[config.mk]
export PLATFORM = sky130hd
export DESIGN_NAME = hrfp_mult_result_queue
export DESIGN_NICKNAME = d
export VERILOG_FILES = /design/src/rtl/hrfp_mult_result_queue.sv
export SDC_FILE = /design/constraint.sdc
export NUM_CORES = 1
export LEC_CHECK = 0
export ABC_AREA = 1
export BUFFER_PORTS_ARGS = -buffer_cell sky130_fd_sc_hd__buf_2
export CAP_MARGIN = 20
export CORE_ASPECT_RATIO = 0.9
export CORE_MARGIN = 4
export CORE_UTILIZATION = 42
export CTS_BUF_LIST = sky130_fd_sc_hd__clkbuf_16
export DETAILED_ROUTE_END_ITERATION = 7
export MAX_ROUTING_LAYER = met4
export SETUP_SLACK_MARGIN = 0.4
export SKIP_CTS_REPAIR_TIMING = 1
export SLEW_MARGIN = 10
export SYNTH_ARGS = -nofsm -noshare
export SYNTH_HDL_FRONTEND = slang
export SYNTH_SLANG_ARGS = --single-unit
[constraint.sdc]
create_clock -name clk -period 2.89 [get_ports clk]
set_clock_uncertainty 0.2 [all_clocks]
set_input_delay 0 -clock clk [delete_from_list [all_inputs] [get_ports clk]]
set_output_delay 0 -clock clk [all_outputs]
set_load 0.05 [all_outputs]
[src/rtl/hrfp_mult_result_queue.sv]
`default_nettype none
// ============================================================================
// Module  : hrfp_mult_result_queue
// Brief   : Credit-based flow control around a free-running fixed-latency
//           HRFP multiplier, with a FWFT result FIFO and back-pressure.
// Revision: 1.0  initial release
// ============================================================================
module hrfp_mult_result_queue #(
  parameter int WIDTH    = 32,
  parameter int MULT_LAT = 8,
  parameter int DEPTH    = 16
) (
  input  logic             clk,
  input  logic             rst,
  input  logic             in_valid,
  output logic             in_ready,
  input  logic [WIDTH-1:0] in_a,
  input  logic [WIDTH-1:0] in_b,
  output logic [WIDTH-1:0] mult_op_a,
  output logic [WIDTH-1:0] mult_op_b,
  input  logic [WIDTH-1:0] mult_result,
  output logic             out_valid,
  input  logic             out_ready,
  output logic [WIDTH-1:0] out_result,
  output logic             overflow_err
);

  localparam int CW = $clog2(DEPTH + 1);
  localparam int AW = $clog2(DEPTH);
  localparam int PW = AW + 1;

  logic [MULT_LAT-1:0] vld;
  logic [CW-1:0]       cred;
  logic [CW-1:0]       cred_nxt;
  logic                ready_q;
  logic [PW-1:0]       wr_ptr;
  logic [PW-1:0]       rd_ptr;
  logic [WIDTH-1:0]    mem [DEPTH];
  logic                accept;
  logic                pop;
  logic                wr_en;
  logic                empty;
  logic                full;

  assign mult_op_a = in_a;
  assign mult_op_b = in_b;

  assign in_ready  = ready_q;
  assign accept    = in_valid & ready_q;
  assign pop       = out_valid & out_ready;
  assign wr_en     = vld[MULT_LAT-1];

  assign empty     = (wr_ptr == rd_ptr);
  assign full      = (wr_ptr[AW] != rd_ptr[AW]) && (wr_ptr[AW-1:0] == rd_ptr[AW-1:0]);
  assign out_valid = ~empty;
  assign out_result = mem[rd_ptr[AW-1:0]];

  // Token line: one bit per multiplier stage marks a result worth keeping.
  generate
    if (MULT_LAT == 1) begin : g_vld_single
      always_ff @(posedge clk) begin
        if (rst) vld <= '0;
        else     vld <= accept;
      end
    end else begin : g_vld_chain
      always_ff @(posedge clk) begin
        if (rst) vld <= '0;
        else     vld <= {vld[MULT_LAT-2:0], accept};
      end
    end
  endgenerate

  always_comb begin
    cred_nxt = cred;
    if (accept && !pop)      cred_nxt = cred - CW'(1);
    else if (pop && !accept) cred_nxt = cred + CW'(1);
  end

  // in_ready is registered from the next credit value so it never depends
  // combinationally on in_valid or out_ready.
  always_ff @(posedge clk) begin
    if (rst) begin
      cred         <= CW'(DEPTH);
      ready_q      <= 1'b1;
      wr_ptr       <= '0;
      rd_ptr       <= '0;
      overflow_err <= 1'b0;
    end else begin
      cred    <= cred_nxt;
      ready_q <= (cred_nxt != '0);
      if (wr_en && !full) wr_ptr <= wr_ptr + PW'(1);
      if (pop)            rd_ptr <= rd_ptr + PW'(1);
      if (wr_en && full)  overflow_err <= 1'b1;
    end
  end

  always_ff @(posedge clk) begin
    if (wr_en && !full) mem[wr_ptr[AW-1:0]] <= mult_result;
  end

endmodule
`default_nettype wire

==> results of run 1 <==
-- Yosys cell counts, drive strengths merged --
| cell type | count | area [µm²] |
|---|---|---|
| edfxtp | 512 | 15370 |
| o21ai | 167 | 835.8 |
| inv | 160 | 603.1 |
| a21oi | 141 | 705.7 |
| mux2i | 128 | 1281 |
| o211ai | 128 | 960.9 |
| buf | 108 | 839.6 |
| nand2 | 82 | 335.3 |
| clkbuf | 49 | 183.9 |
| nand3 | 43 | 242.7 |
| nor2 | 37 | 158.9 |
| dfxtp | 29 | 580.6 |
| ha | 7 | 87.58 |
| xor2 | 5 | 43.79 |
| nand4 | 3 | 18.77 |
| nor3 | 3 | 15.01 |
| o21a | 2 | 15.01 |
| clkinv | 1 | 3.750 |
| nand3b | 1 | 7.510 |
| xnor2 | 1 | 8.760 |
-- final cells by class --
type	instances	area share
Clock buffer	55	0.05042
Sequential cell	541	0.5850
Timing Repair Buffer	267	0.1129
Multi-Input combinational cell	748	0.1806
Tap cell	688	0.03154
Clock inverter	44	0.01673
Inverter	161	0.02292
-- worst register-to-register path, cell delays in order, from the launching register on --
cell	delay (ns)
dfxtp_1	0.35
inv_1	0.15
nand2_1	0.07
nand2_1	0.08
nor2_2	0.06
nand3b_1	0.11
nand2_2	0.11
inv_4	0.10
nand2_1	0.24
nor2_4	0.17
buf_4	0.31
-- routing by layer --
| metal | wire length, µm | share of wire | global-route usage | vias up |
|---|---|---|---|---|
| met5 | 0 | 0 | - | - |
| met4 | 854 | 0.015 | 0.04044 | 0 |
| met3 | 3161 | 0.057 | 0.03349 | 78 |
| met2 | 26520 | 0.48 | 0.2845 | 399 |
| met1 | 24770 | 0.45 | 0.2449 | 6661 |
| li1 | - | - | - | 6201 |
-- logic make-up (layout without fill, tap and decap cells) --
logic type | after synthesis | in the layout | synth area share
adder cells (fa/ha/maj) | 7 | 7 | 0.003927
buffers and inverters | 318 | 527 | 0.07310
multiplexers | 128 | 128 | 0.05745
AO/OA/AOI/OAI | 438 | 438 | 0.1129
AND/OR/NAND/NOR | 169 | 169 | 0.03489
XOR/XNOR | 6 | 6 | 0.002356
flip-flops | 541 | 541 | 0.7154
-- state kept, by name, indices dropped and copies added, names as in the netlist, named ones only --
register / flops
vld: 8
in_ready: 1
cred: 5
wr_ptr: 5
overflow_err: 1
rd_ptr: 5
mem: 512
-- how the worst min path moves through the flow --
| stage | startpoint | to | slack (ns) | depth (start not counted) |
|---|---|---|---|---|
| CTS | in_valid | vld[0]$_SDFF_PP0_ | -0.44 | 3 |
| finish | in_valid | vld[0]$_SDFF_PP0_ | 0.13 | 4 |
| detailed placement | in_a[24] | mult_op_a[24] | -0.20 | 0 |
| global placement | in_a[24] | mult_op_a[24] | -0.20 | 0 |
| global route | mult_result[25] | mem[4][25]$_DFFE_PP_ | 0.14 | 2 |
| floorplan | mult_result[0] | mem[0][0]$_DFFE_PP_ | -0.10 | 0 |
-- stage by stage --
stage / setup TNS, ns / total power, mW / setup WS [ns]
after CTS: 0 / 17.85 / 0.005823
after floorplan: -45.26 / 10.36 / -0.1179
final: 0 / 18.51 / 0.3140
after detailed placement: 0 / 10.63 / 0.6212
after global routing: 0 / 19.19 / 0.2527
after global placement: 0 / 10.61 / 0.6588
-- power by group --
part	leakage, nW	internal [mW]	switching (mW)	total (mW)
clock network	0.940	4.33	2.91	7.24
registers	4.84	8.60	0.0395	8.64
logic	3.48	1.03	1.61	2.64
==> metrics, run 1 <==
initial antenna violation count=0; Clock transition at path regs=0.06 ns; Placed Area=23270 µm²; Syn Nets=1714; number of inserted diodes=0; Buffers & Inverters on Critical Path=3; Synth Instances=approximately 1600; Skew-Pair Late Insertion Delay=~0.59 ns; largest net degree at the start of global routing=96; H-Tree Depth=2; unrepaired setup endpoints after global routing=yes; clock tree buffer depth=3; critical path's largest stage delay=approximately 0.4 ns; fill count=4277; Distinct cells, synth=33; crit path time final=2.576 ns; Final Cell Area=27300 µm²; Crit path required time=2.69 ns; HP Class=in -> reg; Global Route Usage Sum=0.1796; Cell Pwr Density=678.3 nW/µm²; capturing point of the worst reg2reg path=mem[0][8]$_DFFE_PP_; row count=between 70 and 80; Layout area overhead=22.39%; drc violations=0; crit path max fanout=7; nets@finish=1880; sequential area share after synthesis=0.7154; path depth of the worst reg2reg path=10; Placer Congestion=0.7963; maximum vdd drop=0.0005323 V; First-pass DRT Iterations=8; max_cap viols=0; fmax=0.3882 GHz; FF+latch area=roughly 16000 µm²; cell family with most CP delay=buffers and inverters; max_slew headroom=0.5652; Final Hold Fails=0; routed wire length per instance=22.09 µm; first-pass GRT wire length=~76 mm; worst-path cell chain=clkbuf_16, buf_12, mux2i_2, o21ai_1, o211ai_1, nand2_1, buf_6; final critical-path share of the clock period=0.8914; port bufs=70; final setup violation count=0; yosys warns=0; total wire length=55.31 mm; Slew Limit Fails=0; reg2reg start=wr_ptr[0]$_SDFFE_PP0P_; crit path DAT=2.38 ns; Crit. End Element=output pin; Non-Filler Instances=2504; P_leak=roughly 9 nW; Core ar.=52090 µm²; Inserted Clock Buffers=between 50 and 60; status=finished clean; Mapped Area=22300 µm²; post-route ant nets=0; worst hold slack=0.1272 ns; #FFs+latches synth=541; most frequent cells in the layout=512 x edfxtp_1, 164 x inv_1, 131 x a21oi_1; end point of the critical path=out_result[1]; clk sinks=541; boundary pin count=199; grt ovf=0; CP max stage cell=dfxtp_4; vias in the first global route=12440; die extent in y=~230 µm; multi-input gate area in the final layout=4928 µm²; critical path class=reg -> out; HPWL after DPL=28.73 mm; CTS root buf=clkbuf_16; Starting Density=0.4281; CP Depth=7; initial drt markers=around 1100; final core utilization=0.5240; drt via density=5.327; Worst R2R Setup Slack=slightly above 0.6 ns; layout cells sized above 1=0.1724; CTS tree=yes; DIE WIDTH=250.9 µm; most common cell after layout, fill and taps aside=edfxtp_1; placed insts=2261; die area=~57000 µm²; vias after detailed routing=around 13000; CP Launch Type=flip-flop; Avg Inst Size Synth=13.88 µm²; worst-margin pin slew=0.6512 ns
No activity file was read; power rests on OpenSTA's default activity.
==> run 2: changes to the inputs <==
==> constraint.sdc (replaced) <==
create_clock -name clk -period 2.25 [get_ports clk]
set_clock_uncertainty 0.2 [all_clocks]
set_input_delay 0 -clock clk [delete_from_list [all_inputs] [get_ports clk]]
set_output_delay 0 -clock clk [all_outputs]
set_load 0.05 [all_outputs]
==> metrics, run 2 (synthesized netlist as in run 1, its figures left out) <==
crit path max fanout=6 (was 7); max_cap viols=0 (unchanged); boundary pin count=199 (unchanged); die extent in y=226.6 µm (unchanged); crit path DAT=2.31 ns (was 2.38 ns); Core ar.=52090 µm² (unchanged); capturing point of the worst reg2reg path=mem[11][23]$_DFFE_PP_ (was mem[0][8]$_DFFE_PP_); CTS root buf=clkbuf_16 (unchanged); maximum vdd drop=0.0007210 V (was 0.0005323 V); Cell Pwr Density=860.2 nW/µm² (was 678.3 nW/µm²); clk sinks=541 (unchanged); First-pass DRT Iterations=5 (was 8); critical path class=reg -> out (unchanged); most common cell after layout, fill and taps aside=edfxtp_1 (unchanged); HP Class=in -> reg (unchanged); Slew Limit Fails=0 (unchanged); Worst R2R Setup Slack=0.14 ns (was 0.62 ns); most frequent cells in the layout=512 x edfxtp_1, 152 x inv_1, 134 x a21oi_1 (was 512 x edfxtp_1, 164 x inv_1, 131 x a21oi_1); number of inserted diodes=0 (unchanged); DIE WIDTH=250.9 µm (unchanged); nets@finish=1919 (was 1880); end point of the critical path=out_result[21] (was out_result[1]); Clock transition at path regs=0.06 ns (about the same); status=finished with violations (was finished clean); vias in the first global route=12420 (was 12440); first-pass GRT wire length=77.18 mm (was 76.42 mm); largest net degree at the start of global routing=65 (was 96); unrepaired setup endpoints after global routing=yes (unchanged); Skew-Pair Late Insertion Delay=0.60 ns (was 0.59 ns); total wire length=57.33 mm (was 55.31 mm); Layout area overhead=26.68% (was 22.39%); row count=79 (unchanged); Largest register FFs=512 (unchanged); max_slew headroom=0.6239 (was 0.5652); CP Launch Type=flip-flop (unchanged); Total Power=24.30 mW (was 18.51 mW); Crit path required time=2.05 ns (was 2.69 ns); setup ws final=-0.2617 ns (was 0.3140 ns); final setup violation count=32 (was 0); initial drt markers=1054 (was 1106); reg2reg start=wr_ptr[0]$_SDFFE_PP0P_ (unchanged); Global Route Usage Sum=0.1820 (was 0.1796); violated checks=setup timing; initial antenna violation count=0 (unchanged); placed insts=2271 (was 2261); Placer Congestion=0.7716 (was 0.7963); HPWL after DPL=29.92 mm (was 28.73 mm); Inserted Clock Buffers=56 (was 54); Non-Filler Instances=2545 (was 2504); path depth of the worst reg2reg path=11 (was 10); post-route ant nets=0 (unchanged); Crit. End Element=output pin (unchanged); P_leak=9.588 nW (was 9.255 nW); H-Tree Depth=2 (unchanged); worst hold slack=0.1261 ns (was 0.1272 ns); drt via density=5.305 (was 5.327); grt ovf=0 (unchanged); routed wire length per instance=22.53 µm (was 22.09 µm); crit path time final=2.512 ns; final critical-path share of the clock period=1.116; drc violations=0 (unchanged); port bufs=70 (unchanged); clock tree buffer depth=3 (unchanged); layout cells sized above 1=0.2138 (was 0.1724); CTS tree=yes (unchanged); worst-margin pin slew=0.5641 ns (was 0.6512 ns); final core utilization=0.5424 (was 0.5240); Starting Density=0.4281 (unchanged); WHS Path Cells=3 (was 4); fmax=between 0.3 and 0.4 GHz; Final Hold Fails=0 (unchanged); vias after detailed routing=13500 (was 13340); die area=56860 µm² (unchanged)
## run 2: layout make-up
class / instances / area (µm²)
Clock inverter: 46 / 541.8
Fill cell: 4188 / 23840
Clock buffer: 57 / 1426
Inverter: 161 / 621.8
Multi-Input combinational cell: 748 / 5049
Tap cell: 688 / 860.8
Timing Repair Buffer: 304 / 3764
Sequential cell: 541 / 15990
## run 2: stage by stage
stage	instance area (µm²)	setup TNS, ns	worst slack, ns
floorplan	22460	0	0.1056
global route	28250	-9.103	-0.3580
detailed placement	23700	0	0.1636
finish	28250	-6.014	-0.2617
global placement	23700	0	0.1863
CTS	25660	-11.22	-0.4710
## run 2: power by group
group          internal (mW)  leakage (nW)  switching, mW  total (mW)
logic                   1.30          3.76           2.04        3.34
registers               11.0          4.84         0.0542        11.1
clock network           5.98         0.984           3.88        9.87
## run 2: worst min path at each step
stage | from | end | slack, ns
3_3_place_gp | in_a[14] | mult_op_a[14] | -0.20
4_1_cts | mult_result[13] | mem[4][13]$_DFFE_PP_ | -0.46
6_report | rst | vld[3]$_SDFF_PP0_ | 0.13
5_1_grt | mult_result[13] | mem[14][13]$_DFFE_PP_ | 0.13
2_1_floorplan | mult_result[0] | mem[0][0]$_DFFE_PP_ | -0.10
3_5_place_dp | in_a[14] | mult_op_a[14] | -0.20
## run 2: worst max-delay path, cell delays in order, from the launching register on
cell and delay, ns:
dfxtp_4 0.40, buf_8 0.17, buf_6 0.14, clkbuf_16 0.16
o21ai_4 0.13, o21ai_2 0.07, o211ai_1 0.33, nand2_1 0.15
buf_6 0.18
## run 2: metal layers
metal,GRT usage,vias to the layer above,share of wire
met3,0.03360,78,0.059
met2,0.2905,435,0.49
met1,0.2446,6709,0.43
li1,-,6280,-
met5,-,-,0
met4,0.04616,0,0.019
==> run 3: changes to the inputs <==
==> constraint.sdc (replaced) <==
create_clock -name clk -period 2.25 [get_ports clk]
set_clock_uncertainty 0.2 [all_clocks]
set_input_delay 0.1125 -clock clk [delete_from_list [all_inputs] [get_ports clk]]
set_output_delay 0.1125 -clock clk [all_outputs]
set_load 0.05 [all_outputs]
==> metrics, run 3 (synthesized netlist as in run 1, its figures left out) <==
Final Hold Fails=0 (unchanged); Slew Limit Fails=0 (unchanged); fmax=0.3880 GHz (was 0.3981 GHz); status=finished with violations (unchanged); Buffers & Inverters on Critical Path=3 (was 4); Core ar.=52090 µm² (unchanged); drt via density=5.358 (was 5.305); initial antenna violation count=0 (unchanged); P_leak=9.146 nW (was 9.588 nW); row count=79 (unchanged); CTS tree=yes (unchanged); grt ovf=0 (unchanged); setup ws final=-0.3276 ns (was -0.2617 ns); Placer Congestion=0.7566 (was 0.7716); setup TNS=-7.316 ns (was -6.014 ns); most frequent cells in the layout=512 x edfxtp_1, 159 x inv_1, 137 x a21oi_1, 137 x o21ai_0, 128 x o211ai_1 (was 512 x edfxtp_1, 152 x inv_1, 134 x a21oi_1); die area=56860 µm² (unchanged); vias after detailed routing=13220 (was 13500); worst-margin pin slew=0.4998 ns (was 0.5641 ns); Layout area overhead=21.97% (was 26.68%); boundary pin count=199 (unchanged); routed wire length per instance=22.59 µm (was 22.53 µm); Clock transition at path regs=0.06 ns (about the same); cell family with most CP delay=compound AO/OA/AOI/OAI gates (was buffers and inverters); HPWL after DPL=30.09 mm (was 29.92 mm); drc violations=0 (unchanged); Starting Density=0.4281 (unchanged); first-pass GRT wire length=78.25 mm (was 77.18 mm); vias in the first global route=12680 (was 12420); crit path DAT=2.27 ns (was 2.31 ns); max_slew headroom=0.6660 (was 0.6239); die extent in y=226.6 µm (unchanged); Non-Filler Instances=2467 (was 2545); post-route ant nets=0 (unchanged); unrepaired setup endpoints after global routing=yes (unchanged); clk sinks=541 (unchanged); crit path time final=2.578 ns (was 2.512 ns); Global Route Usage Sum=0.1858 (was 0.1820); initial drt markers=1069 (was 1054); Largest register FFs=512 (unchanged); most used cell along the critical path=o21ai_1 (was buf_6); CP max stage cell=dfxtp_4 (unchanged); Skew-Pair Late Insertion Delay=0.60 ns (about the same); port bufs=70 (unchanged); final setup violation count=32 (unchanged); final core utilization=0.5222 (was 0.5424); H-Tree Depth=2 (unchanged); layout cells sized above 1=0.1979 (was 0.2138); Crit. End Element=output pin (unchanged); CTS root buf=clkbuf_16 (unchanged); total wire length=55.73 mm (was 57.33 mm); First-pass DRT Iterations=5 (unchanged); Inserted Clock Buffers=55 (was 56); number of inserted diodes=0 (unchanged); worst-path cell chain=buf_4, clkbuf_16, o21ai_1, o21ai_1, o211ai_1, nand2_1, buf_12 (was buf_8, buf_6, clkbuf_16, o21ai_4, o21ai_2, o211ai_1, nand2_1, buf_6); HP Class=in -> out (was in -> reg); clock tree buffer depth=3 (unchanged); DIE WIDTH=250.9 µm (unchanged); maximum vdd drop=0.0006074 V (was 0.0007210 V); crit path max fanout=13 (was 6); critical path's largest stage delay=0.39 ns (was 0.40 ns); Cell Pwr Density=843.4 nW/µm² (was 860.2 nW/µm²); nets@finish=1849 (was 1919); max_cap viols=0 (unchanged); worst hold slack=0.02502 ns (was 0.1261 ns); critical path class=reg -> out (unchanged); violated checks=setup timing (unchanged); largest net degree at the start of global routing=61 (was 65); Crit path required time=1.94 ns (was 2.05 ns); most common cell after layout, fill and taps aside=edfxtp_1 (unchanged); final critical-path share of the clock period=1.146 (was 1.116); placed insts=2279 (was 2271); CP Launch Type=flip-flop (unchanged)
run 3: cell types whose count changed in the layout (fill, tap and decap cells not counted), moves of 5 or more:
cell / previous run / this run
dlygate4sd3_1: 99 / 35
buf_6: 38 / 23
buf_4: 38 / 49
o21ai_0: 128 / 137
clkinv_2: 14 / 6
inv_1: 152 / 159
nand2_1: 54 / 61
buf_12: 45 / 51
nand2_2: 21 / 15
clkbuf_16: 77 / 72
run 3: power breakdown:
group          total, mW  internal, mW  leakage [nW]  switching, mW
registers           11.1          11.0          4.84         0.0472
logic               2.79          1.11          3.40           1.68
clock network       9.07          5.33         0.902           3.73
total               22.9          17.5          9.15           5.46
run 3: worst paths after layout:
kind	end	slack [ns]	start	depth (start not counted)
worst min register to register	vld[2]$_SDFF_PP0_	0.20	vld[1]$_SDFF_PP0_	2
worst max-delay path	out_result[7]	-0.33	flip-flop	7
worst max register to register	mem[12][2]$_DFFE_PP_	0.04	wr_ptr[4]$_SDFFE_PP0P_	10
worst min-delay path	mult_op_a[22]	0.03	in_a[22]	0
run 3: cell type report:
type                       count  area (µm²)
timing repair buffer         235        2977
fill                        4268       24890
multi-input combinational    748        4982
clock buffer                  55        1376
tap                          688       860.8
sequential                   541       15990
inverter                     161       619.3
clock inverter                39       397.9
run 3: metrics by stage:
stage,power (mW),worst slack (ns),instance area (µm²)
floorplan,13.31,0.1056,22460
global route,23.83,-0.4182,27200
detailed placement,13.69,0.1742,23760
CTS,22.74,-0.4571,25530
finish,22.94,-0.3276,27200
global placement,13.65,0.2051,23760
run 3: worst reg2reg max path: stages, from the launching register on:
cell       delay (ns)
dfxtp_4          0.37
xnor2_4          0.20
nand3b_1         0.17
nand2_2          0.11
clkinv_4         0.10
buf_6            0.12
nand2_8          0.06
buf_12           0.14
nor2_4           0.15
buf_12           0.15
clkbuf_16        0.15
run 3: metal layers:
layer,part of all wire,vias up,global-route usage
met5,0,-,-
met4,0.014,0,0.03131
met3,0.062,65,0.03831
met2,0.47,405,0.2889
li1,-,6140,-
met1,0.45,6609,0.2604
